===== src/rtl/featuremap_padded_feeder_pkg.sv =====
// featuremap_padded_feeder_pkg
// Layer-wide constants shared by the padded feeder and its raster counter:
// pixel packing, channel slice offsets, FSM state encoding and padded
// frame dimensions (defaults; modules derive their own from parameters).
package featuremap_padded_feeder_pkg;

  localparam int FM_DATA_WIDTH = 32;
  localparam int FM_WIDTH      = 32;
  localparam int FM_HEIGHT     = 32;

  localparam int PIXEL_W = 3 * FM_DATA_WIDTH;

  // Channel slice index inside a packed pixel: slice n is [n*DW +: DW]
  localparam int CH_R = 0;
  localparam int CH_G = 1;
  localparam int CH_B = 2;

  localparam logic [1:0] ST_IDLE  = 2'd0;
  localparam logic [1:0] ST_RUN   = 2'd1;
  localparam logic [1:0] ST_DRAIN = 2'd2;
  localparam logic [1:0] ST_DONE  = 2'd3;

  // One pad pixel on each side
  function automatic int padded(input int n);
    return n + 2;
  endfunction

  localparam int PW = padded(FM_WIDTH);
  localparam int PH = padded(FM_HEIGHT);

endpackage


===== src/rtl/pad_raster_counter.sv =====
// pad_raster_counter
// Row-major walk over the padded (HEIGHT+2) x (WIDTH+2) raster.
//   clk, rst     clock, async active-low reset
//   advance      step to the next raster position
//   clear        return to (0,0); wins over advance
//   row, col     current padded position
//   pad          current position is on the zero border
//   last         current position is the final one (HEIGHT+1, WIDTH+1)
//   addr         unpadded RAM address of the position, 0 on the border
module pad_raster_counter
  import featuremap_padded_feeder_pkg::*;
#(
  parameter int WIDTH      = FM_WIDTH,
  parameter int HEIGHT     = FM_HEIGHT,
  parameter int ADDR_WIDTH = 10,
  parameter int RW         = $clog2(HEIGHT + 2),
  parameter int CW         = $clog2(WIDTH + 2)
) (
  input  logic                  clk,
  input  logic                  rst,
  input  logic                  advance,
  input  logic                  clear,
  output logic [RW-1:0]         row,
  output logic [CW-1:0]         col,
  output logic                  pad,
  output logic                  last,
  output logic [ADDR_WIDTH-1:0] addr
);

  localparam logic [CW-1:0] COL_LAST = CW'(padded(WIDTH) - 1);
  localparam logic [RW-1:0] ROW_LAST = RW'(padded(HEIGHT) - 1);

  logic                  row_end, col_end;
  logic [ADDR_WIDTH-1:0] row_m1, col_m1;

  assign col_end = (col == COL_LAST);
  assign row_end = (row == ROW_LAST);
  assign pad     = (row == '0) || row_end || (col == '0) || col_end;
  assign last    = row_end && col_end;

  // Modular arithmetic in ADDR_WIDTH bits gives the truncated address directly
  assign row_m1 = ADDR_WIDTH'(row) - ADDR_WIDTH'(1);
  assign col_m1 = ADDR_WIDTH'(col) - ADDR_WIDTH'(1);
  assign addr   = pad ? '0 : (row_m1 * ADDR_WIDTH'(WIDTH) + col_m1);

  always_ff @(posedge clk or negedge rst) begin
    if (!rst) begin
      row <= '0;
      col <= '0;
    end else if (clear) begin
      row <= '0;
      col <= '0;
    end else if (advance) begin
      if (col_end) begin
        col <= '0;
        row <= row_end ? '0 : row + RW'(1);
      end else begin
        col <= col + CW'(1);
      end
    end
  end

endmodule


===== src/rtl/featuremap_padded_feeder.sv =====
// featuremap_padded_feeder
// Streams an unpadded HEIGHT x WIDTH RGB image from a synchronous-read pixel
// RAM as a zero-padded (HEIGHT+2) x (WIDTH+2) raster into the featuremap FIFO.
//   clk, rst        clock, async active-low reset
//   start           one-cycle frame request (ignored while busy)
//   fifo_full       FIFO almost-full (<= 2 free entries): stalls issue
//   mem_rdata       RAM read data, valid one cycle after mem_rden
//   mem_rden        RAM read strobe (combinational)
//   mem_addr        RAM address (combinational, 0 when not reading)
//   data_out        packed pixel {B,G,R}, R in the low slice
//   data_fifo_wren  registered FIFO write enable
//   busy            frame in progress (RUN, DRAIN, DONE)
//   done            one-cycle pulse the cycle after the last write
module featuremap_padded_feeder
  import featuremap_padded_feeder_pkg::*;
#(
  parameter int DATA_WIDTH = FM_DATA_WIDTH,
  parameter int WIDTH      = FM_WIDTH,
  parameter int HEIGHT     = FM_HEIGHT,
  parameter int ADDR_WIDTH = 10
) (
  input  logic                    clk,
  input  logic                    rst,
  input  logic                    start,
  input  logic                    fifo_full,
  input  logic [3*DATA_WIDTH-1:0] mem_rdata,
  output logic                    mem_rden,
  output logic [ADDR_WIDTH-1:0]   mem_addr,
  output logic [3*DATA_WIDTH-1:0] data_out,
  output logic                    data_fifo_wren,
  output logic                    busy,
  output logic                    done
);

  localparam int RW = $clog2(HEIGHT + 2);
  localparam int CW = $clog2(WIDTH + 2);

  logic [1:0]            state, state_nx;
  logic                  issue, clear;
  logic [RW-1:0]         row;
  logic [CW-1:0]         col;
  logic                  pad, last;
  logic [ADDR_WIDTH-1:0] addr;
  logic                  s1_valid, s1_pad;

  assign clear = (state == ST_IDLE) && start;
  assign issue = (state == ST_RUN) && !fifo_full;

  pad_raster_counter #(
    .WIDTH      (WIDTH),
    .HEIGHT     (HEIGHT),
    .ADDR_WIDTH (ADDR_WIDTH)
  ) u_cnt (
    .clk     (clk),
    .rst     (rst),
    .advance (issue),
    .clear   (clear),
    .row     (row),
    .col     (col),
    .pad     (pad),
    .last    (last),
    .addr    (addr)
  );

  assign mem_rden = issue && !pad;
  assign mem_addr = mem_rden ? addr : '0;
  assign busy     = (state != ST_IDLE);
  assign done     = (state == ST_DONE);

  always_comb begin
    state_nx = state;
    case (state)
      ST_IDLE:  if (start) state_nx = ST_RUN;
      ST_RUN:   if (issue && last) state_nx = ST_DRAIN;
      // No issue happens in DRAIN, so once stage 1 is empty the output
      // register empties on this same edge; DONE lands right after the
      // last write.
      ST_DRAIN: if (!s1_valid) state_nx = ST_DONE;
      default:  state_nx = ST_IDLE;
    endcase
  end

  always_ff @(posedge clk or negedge rst) begin
    if (!rst) state <= ST_IDLE;
    else      state <= state_nx;
  end

  // Stage 1: tracks the read in flight (RAM data arrives next cycle)
  always_ff @(posedge clk or negedge rst) begin
    if (!rst) begin
      s1_valid <= 1'b0;
      s1_pad   <= 1'b0;
    end else begin
      s1_valid <= issue;
      if (issue) s1_pad <= pad;
    end
  end

  // Output register: border pixels are forced to zero, data holds when idle
  always_ff @(posedge clk or negedge rst) begin
    if (!rst) begin
      data_out       <= '0;
      data_fifo_wren <= 1'b0;
    end else begin
      data_fifo_wren <= s1_valid;
      if (s1_valid) data_out <= s1_pad ? '0 : mem_rdata;
    end
  end

  // Interior reads never touch the border rows/cols
  a_rden_interior: assert property (@(posedge clk) disable iff (!rst)
    mem_rden |-> (row != '0 && col != '0));

endmodule

===== config.mk =====
export PLATFORM = sky130hd
export DESIGN_NAME = featuremap_padded_feeder
export DESIGN_NICKNAME = d
export VERILOG_FILES = /design/src/rtl/featuremap_padded_feeder_pkg.sv /design/src/rtl/pad_raster_counter.sv /design/src/rtl/featuremap_padded_feeder.sv
export SDC_FILE = /design/constraint.sdc
export NUM_CORES = 1
export LEC_CHECK = 0
export ABC_AREA = 1
export BUFFER_PORTS_ARGS = -buffer_cell sky130_fd_sc_hd__buf_2
export CORE_ASPECT_RATIO = 0.7
export CORE_MARGIN = 2
export CORE_UTILIZATION = 49
export CTS_BUF_LIST = sky130_fd_sc_hd__clkbuf_8 sky130_fd_sc_hd__clkbuf_16
export DETAILED_ROUTE_END_ITERATION = 6
export PLACE_DENSITY = 0.81
export SLEW_MARGIN = 10
export SYNTH_ARGS = -nofsm -noshare
export SYNTH_HDL_FRONTEND = slang
export SYNTH_SLANG_ARGS = --single-unit

===== constraint.sdc =====
create_clock -name clk -period 3.3 [get_ports clk]
set_input_delay 0.495 -clock clk [delete_from_list [all_inputs] [get_ports clk]]
set_output_delay 0.495 -clock clk [all_outputs]
set_load 0.05 [all_outputs]

==> results of run 1 <==
[per-layer routing]
metal | part of all wire | GRT usage | vias to the layer above
met1 | 0.43 | 0.296 | 2210
met2 | 0.49 | 0.377 | 168
met3 | 0.069 | 0.0711 | 17
met4 | 0.012 | 0.0723 | 0
li1 | - | - | 2321
met5 | 0 | 0 | -
[power groups by stage]
stage	Sequential, mW	Combinational (mW)	Clock, mW
floorplan	3.63	1.73	0
detailed placement	2.28	4.09	0
global route	2.35	4.49	1.79
finish	2.27	4.18	1.69
CTS	2.27	4.12	1.73
global placement	2.25	3.93	0
[how the worst min path moves through the flow]
stage,from,to,slack (ns),depth (start not counted)
2_1_floorplan,rst,data_fifo_wren,0.20,0
3_3_place_gp,data_out[41],data_out[41],0.51,2
3_5_place_dp,data_out[83],data_out[83],0.51,2
4_1_cts,rst,data_out[77],0.18,1
5_1_grt,rst,data_out[63],0.20,1
6_report,rst,data_out[63],0.15,1
[per-stage QoR]
| stage | TNS, ns | area, µm² | utilization | hold WS, ns | instances |
|---|---|---|---|---|---|
| detailed placement | 0 | 6370 | 0.613 | 0.511 | 909 |
| global route | -0.0388 | 6980 | 0.672 | 0.201 | 945 |
| finish | 0 | 6980 | 0.672 | 0.153 | 945 |
| global placement | 0 | 6370 | 0.613 | 0.506 | 909 |
| floorplan | 0 | 5240 | - | 0.199 | 597 |
| CTS | 0 | 6940 | 0.668 | 0.182 | 940 |
[worst max-delay path, stage by stage, from the launching register on]
cell and delay [ns]:
dfrtp_2 0.45, inv_1 0.09, nand3_1 0.12, nor3_2 0.22, xor2_1 0.20, ha_2 0.21
inv_1 0.05, fa_1 0.41, o21ai_2 0.15, a21oi_1 0.06, nor2_1 0.11, buf_4 0.20
[cell families after synthesis]
logic type | Yosys count
AOI/OAI and AO/OA | 114
xor gates and xnor gates | 8
adders and majority gates | 17
buffers and inverters | 158
DFF | 113
and+or+nand+nor | 187
[registers in the layout, indices dropped and copies added (netlist names)]
name            cells
data_fifo_wren      1
u_cnt.col           6
state               2
data_out           96
u_cnt.row           6
s1_pad              1
s1_valid            1
[layout by cell type, fill, tap and decap left out, types with 2 or more instances in the layout]
cell type,netlist,final
clkinvlp_4,0,3
nor2_2,2,2
clkinv_2,0,5
o21ai_0,106,105
nor2_1,21,21
buf_4,2,6
xnor2_1,2,2
clkbuf_16,0,17
ha_1,16,15
inv_1,122,121
nor3_1,4,3
nand4_1,8,8
nand2_1,31,31
nand3_1,112,112
buf_12,0,3
nor2_4,5,5
xor2_1,6,6
dfrtp_1,113,111
inv_2,4,6
clkbuf_8,0,3
buf_2,13,206
a21oi_1,8,8
[final cells by class]
class                           instances  area, µm²  area share
Antenna cell                            1       2.50    0.000358
Timing Repair Buffer                  216       1140       0.164
Tap cell                              132        165      0.0237
Clock buffer                           20        467      0.0668
Sequential cell                       113       2830       0.406
Multi-Input combinational cell        326       1810       0.259
Clock inverter                         11       90.1      0.0129
Inverter                              126        473      0.0677
[timing repair]
item / in CTS / in global routing
pin swaps: 0 / 4
hold buffers: 0 / 0
endpoints found under the setup margin: 1 / 3
resized for setup: 3 / 6
setup buffers: 0 / 4
==> flow_summary.ini, run 1 <==
[outcome]
outcome = complete, no violations

[yosys]
synth_top_cell_by_area = dfrtp_1
syn_nets = 714
synth_mux_area_frac = 0
synthCells = 597
async_flop_share = 1.00
ys_types = 24
synth_top_family_by_area = simple AND/OR/NAND/NOR gates
ys_ff_latch = 113
synth_edf_count = 0
ys.flop_type = dfrtp_1
synthTopCellsByArea = dfrtp_1, nand3_1, o21ai_0
synthAdderAreaFrac = 0.0420
synth-simple-area-share = 0.179
ys_warn_count = 0
synth_top_area_frac = 0.540
synth-compound-area-share = 0.109
avgSynthCellArea_um2 = 8.78
synth_common_cells = inv_1, dfrtp_1, nand3_1, o21ai_0, nand2_1
synth-xor-area-share = 0.0134
seq_area_frac_synth = 0.540
synth_most_common_cell = inv_1
netlist_area_um2 = 5240

[cells_and_area]
drive_above_1_share = 0.330
fin_nets = 917
area_growth_pct = 33.2
fillCellCount = 854

[pwr]
peakVddDrop_mv = 0.677
total_power_mw = 8.14
switching_share = 0.506
p_clk_frac = 0.208
p_per_area_nw_per_um2 = 1170
internal-power_mw = 4.02
combPwrFrac = 0.513
sequentialPowerShare = 0.279
power.switching_mw = 4.12
p_leak_nw = 3.66

[setup_path]
crit_type = reg -> out
arrival_ns = 2.67
r2r-start = state[0]
cp-startpoint = u_cnt.col[2]
required_ns = 2.80
start_kind = register
reg2regPathDepth = 9
crit_fanout = 6
end_kind = output port
worstReg2RegEnd = u_cnt.row[3]
r2r_setup_slack_ns = 1.51
crit_end = mem_addr[9]

[clocking]
cts_buffer_depth = 2
cts_made_buffers = 17
clk_latency_ns = 0.40
cts.sink_count = 113
cts_tree = done
cts-root-buf = clkbuf_16
htree_levels = 4
path_clk_slew_ns = 0.06

[routing]
vias_per_cell = 4.99
routed_wirelength_um = 13400
dr.pass1.iters = 5
via_count = 4716
drc = 0
antenna_left = 0
drt_iter0_drc = 251
wl_per_cell_um = 14.2

[die]
initial_core_util = 0.504
fp.coreArea_um2 = 10400
dieArea_um2 = 11600
die_w_um = 128
num_rows = 31
die_y_um = 90.5
io_pins = 210

[global_route]
grt_pass1_wl_um = 21100
grt_remaining_overflow = 0
grt_usage = 0.231
grt_pass1_vias = 4386
grt_max_degree = 105
antenna_found_initial = 2

[sta]
worst-slew-pin-transition_ns = 0.793
fmax_mhz = 316
slew_viol_final = 0
min_period_ns = 3.16
relSlewSlack = 0.471
setup_ws_ns = 0.139
period_share = 0.958
finClkSkew_ns = 0.0100
setup_viol = 0
hold_viol = 0

[flow_run]
maxCapViolations = 0

[placement]
pre_cts_slack_ns = 0.329
dpl.hpwl_um = 9460
port_buffers = 209
place_congestion = 0.941

[worst_hold_path]
hold_class = in -> async
No activity file was read; power rests on OpenSTA's default activity.
==> run 2, diff against run 1 <==
--- a/config.mk
+++ b/config.mk
@@ -8,7 +8,7 @@
 export ABC_AREA = 1
 export BUFFER_PORTS_ARGS = -buffer_cell sky130_fd_sc_hd__buf_2
 export CORE_ASPECT_RATIO = 0.7
-export CORE_MARGIN = 2
+export CORE_MARGIN = 5
 export CORE_UTILIZATION = 49
 export CTS_BUF_LIST = sky130_fd_sc_hd__clkbuf_8 sky130_fd_sc_hd__clkbuf_16
 export DETAILED_ROUTE_END_ITERATION = 6
==> run 2 against run 1 <==
  * Sequential power about the same
  * Non-clock buffer count decreased by 1
  * Routed wire length increased by 5.7%
  * Via count about the same
  * Critical endpoint is now mem_addr[8]
==> flow_summary.ini, run 2 (same netlist as run 1, synthesis figures left out) <==
[outcome]
outcome = complete, no violations

[setup_path]
r2r_setup_slack_ns = 1.55
end_kind = output port
r2r-start = state[0]
reg2regPathDepth = 11
crit_type = reg -> out
arrival_ns = 2.66
start_kind = register
worstReg2RegEnd = u_cnt.row[5]
crit_fanout = 5
required_ns = 2.80

[global_route]
grt_remaining_overflow = 0
grt_pass1_vias = 4619
grt_pass1_wl_um = 22400
grt_usage = 0.219
antenna_found_initial = 1
grt_max_degree = 111

[cells_and_area]
fin_nets = 916
drive_above_1_share = 0.334
regMostFlops = data_out
area_growth_pct = 34.8
insertedDiodeCount = 0
final_common_cell = buf_2
fillCellCount = 830
largest_register_ffs = 96
reg.largest.list = data_out (96), u_cnt.col (6), u_cnt.row (6)
layout.cells.most_common_list = buf_2, inv_1, nand3_1, dfrtp_1, o21ai_0

[clocking]
cts_buffer_depth = 2
cts-root-buf = clkbuf_16
cts_tree = done
cts_hold_buffers = 0
cts.sink_count = 113
path_clk_slew_ns = 0.05
cts_made_buffers = 17
htree_levels = 4
clk_latency_ns = 0.40

[die]
fp.coreArea_um2 = 10400
dieArea_um2 = 12900
die_y_um = 96.5
die_w_um = 134
io_pins = 210
initial_core_util = 0.504
num_rows = 31

[sta]
period_share = 0.956
hold_ws_ns = 0.0703
relSlewSlack = 0.512
rsz0062_at_grt = no
tns_ns = 0
setup_viol = 0
fmax_mhz = 317
min_period_ns = 3.16
setup_ws_ns = 0.144
slew_viol_final = 0
worst-slew-pin-transition_ns = 0.732
hold_viol = 0
finClkSkew_ns = 0.00506

[placement]
pre_cts_slack_ns = 0.262
place_congestion = 0.851
dpl.hpwl_um = 10200
port_buffers = 209

[routing]
drc = 0
dr.pass1.iters = 5
drt_iter0_drc = 249
via_count = 4718
antenna_left = 0
vias_per_cell = 5.00
wl_per_cell_um = 15.0
routed_wirelength_um = 14100

[pwr]
switching_share = 0.495
p_per_area_nw_per_um2 = 1190
p_leak_nw = 3.69
power.switching_mw = 4.16
sequentialPowerShare = 0.270
p_clk_frac = 0.231
internal-power_mw = 4.25
peakVddDrop_mv = 0.773
combPwrFrac = 0.499

[flow_run]
maxCapViolations = 0

[worst_hold_path]
hold_class = in -> async
[run 2: cell types whose count changed in the layout (fill, tap and decap cells not counted), sizes merged]
| cell | change |
|---|---|
| buf | -1 |
| bufinv | +3 |
| clkbuf | -1 |
| clkinv | -1 |
| diode | -1 |
[run 2: per-stage QoR]
step / area (µm²) / power, mW / instances / util
6_report: 7060 / 8.41 / 944 / 0.679
5_1_grt: 7060 / 8.92 / 944 / 0.679
4_1_cts: 7020 / 8.38 / 941 / 0.675
3_5_place_dp: 6370 / 6.38 / 909 / 0.613
3_3_place_gp: 6370 / 6.21 / 909 / 0.613
2_1_floorplan: 5240 / 5.35 / 597 / -
[run 2: layer usage]
metal | vias up | wire length [µm] | track usage | share of wire
met1 | 2206 | 5910 | 0.280 | 0.42
met4 | 2 | 102 | 0.0719 | 0.0072
met5 | - | 7 | 0 | 0.00049
li1 | 2323 | - | - | -
met2 | 176 | 7160 | 0.366 | 0.51
met3 | 11 | 965 | 0.0606 | 0.068
[run 2: area by class of cell]
type | count | area, µm² | share of cell area
sequential | 113 | 2830 | 0.401
clock buffer | 19 | 453 | 0.0641
inverter | 126 | 473 | 0.0670
clock inverter | 13 | 184 | 0.0260
multi-input combinational | 326 | 1820 | 0.257
timing repair buffer | 215 | 1140 | 0.161
tap | 132 | 165 | 0.0234
[run 2: worst max-delay path by stage]
stage	startpoint	end	slack, ns	cells past startpoint
finish	u_cnt.col[0]	mem_addr[8]	0.14	10
global route	u_cnt.col[0]	mem_addr[8]	0.03	10
CTS	u_cnt.col[0]	mem_addr[9]	0.01	11
detailed placement	u_cnt.col[0]	mem_addr[9]	0.26	11
global placement	u_cnt.col[0]	mem_addr[9]	0.46	11
floorplan	u_cnt.col[0]	mem_addr[9]	0.30	10
[run 2: timing repair]
action                                  4_1_cts  5_1_grt
buffers inserted                              0        3
endpoints found under the setup margin        2        3
gates resized for setup                       3        9
pin swaps                                     0        4
[run 2: power groups by stage]
stage	registers (mW)	clock network [mW]	logic [mW]
2_1_floorplan	3.63	0	1.73
3_3_place_gp	2.25	0	3.96
3_5_place_dp	2.29	0	4.10
4_1_cts	2.28	1.97	4.13
5_1_grt	2.35	2.04	4.53
6_report	2.27	1.94	4.19
[run 2: critical path, stage by stage, from the launching register on]
cell,delay [ns]
dfrtp_1,0.42
inv_2,0.12
ha_1,0.24
nand3_1,0.20
inv_1,0.17
ha_1,0.30
a21oi_1,0.17
nand2_1,0.09
xnor2_1,0.14
nor2_1,0.14
buf_2,0.29
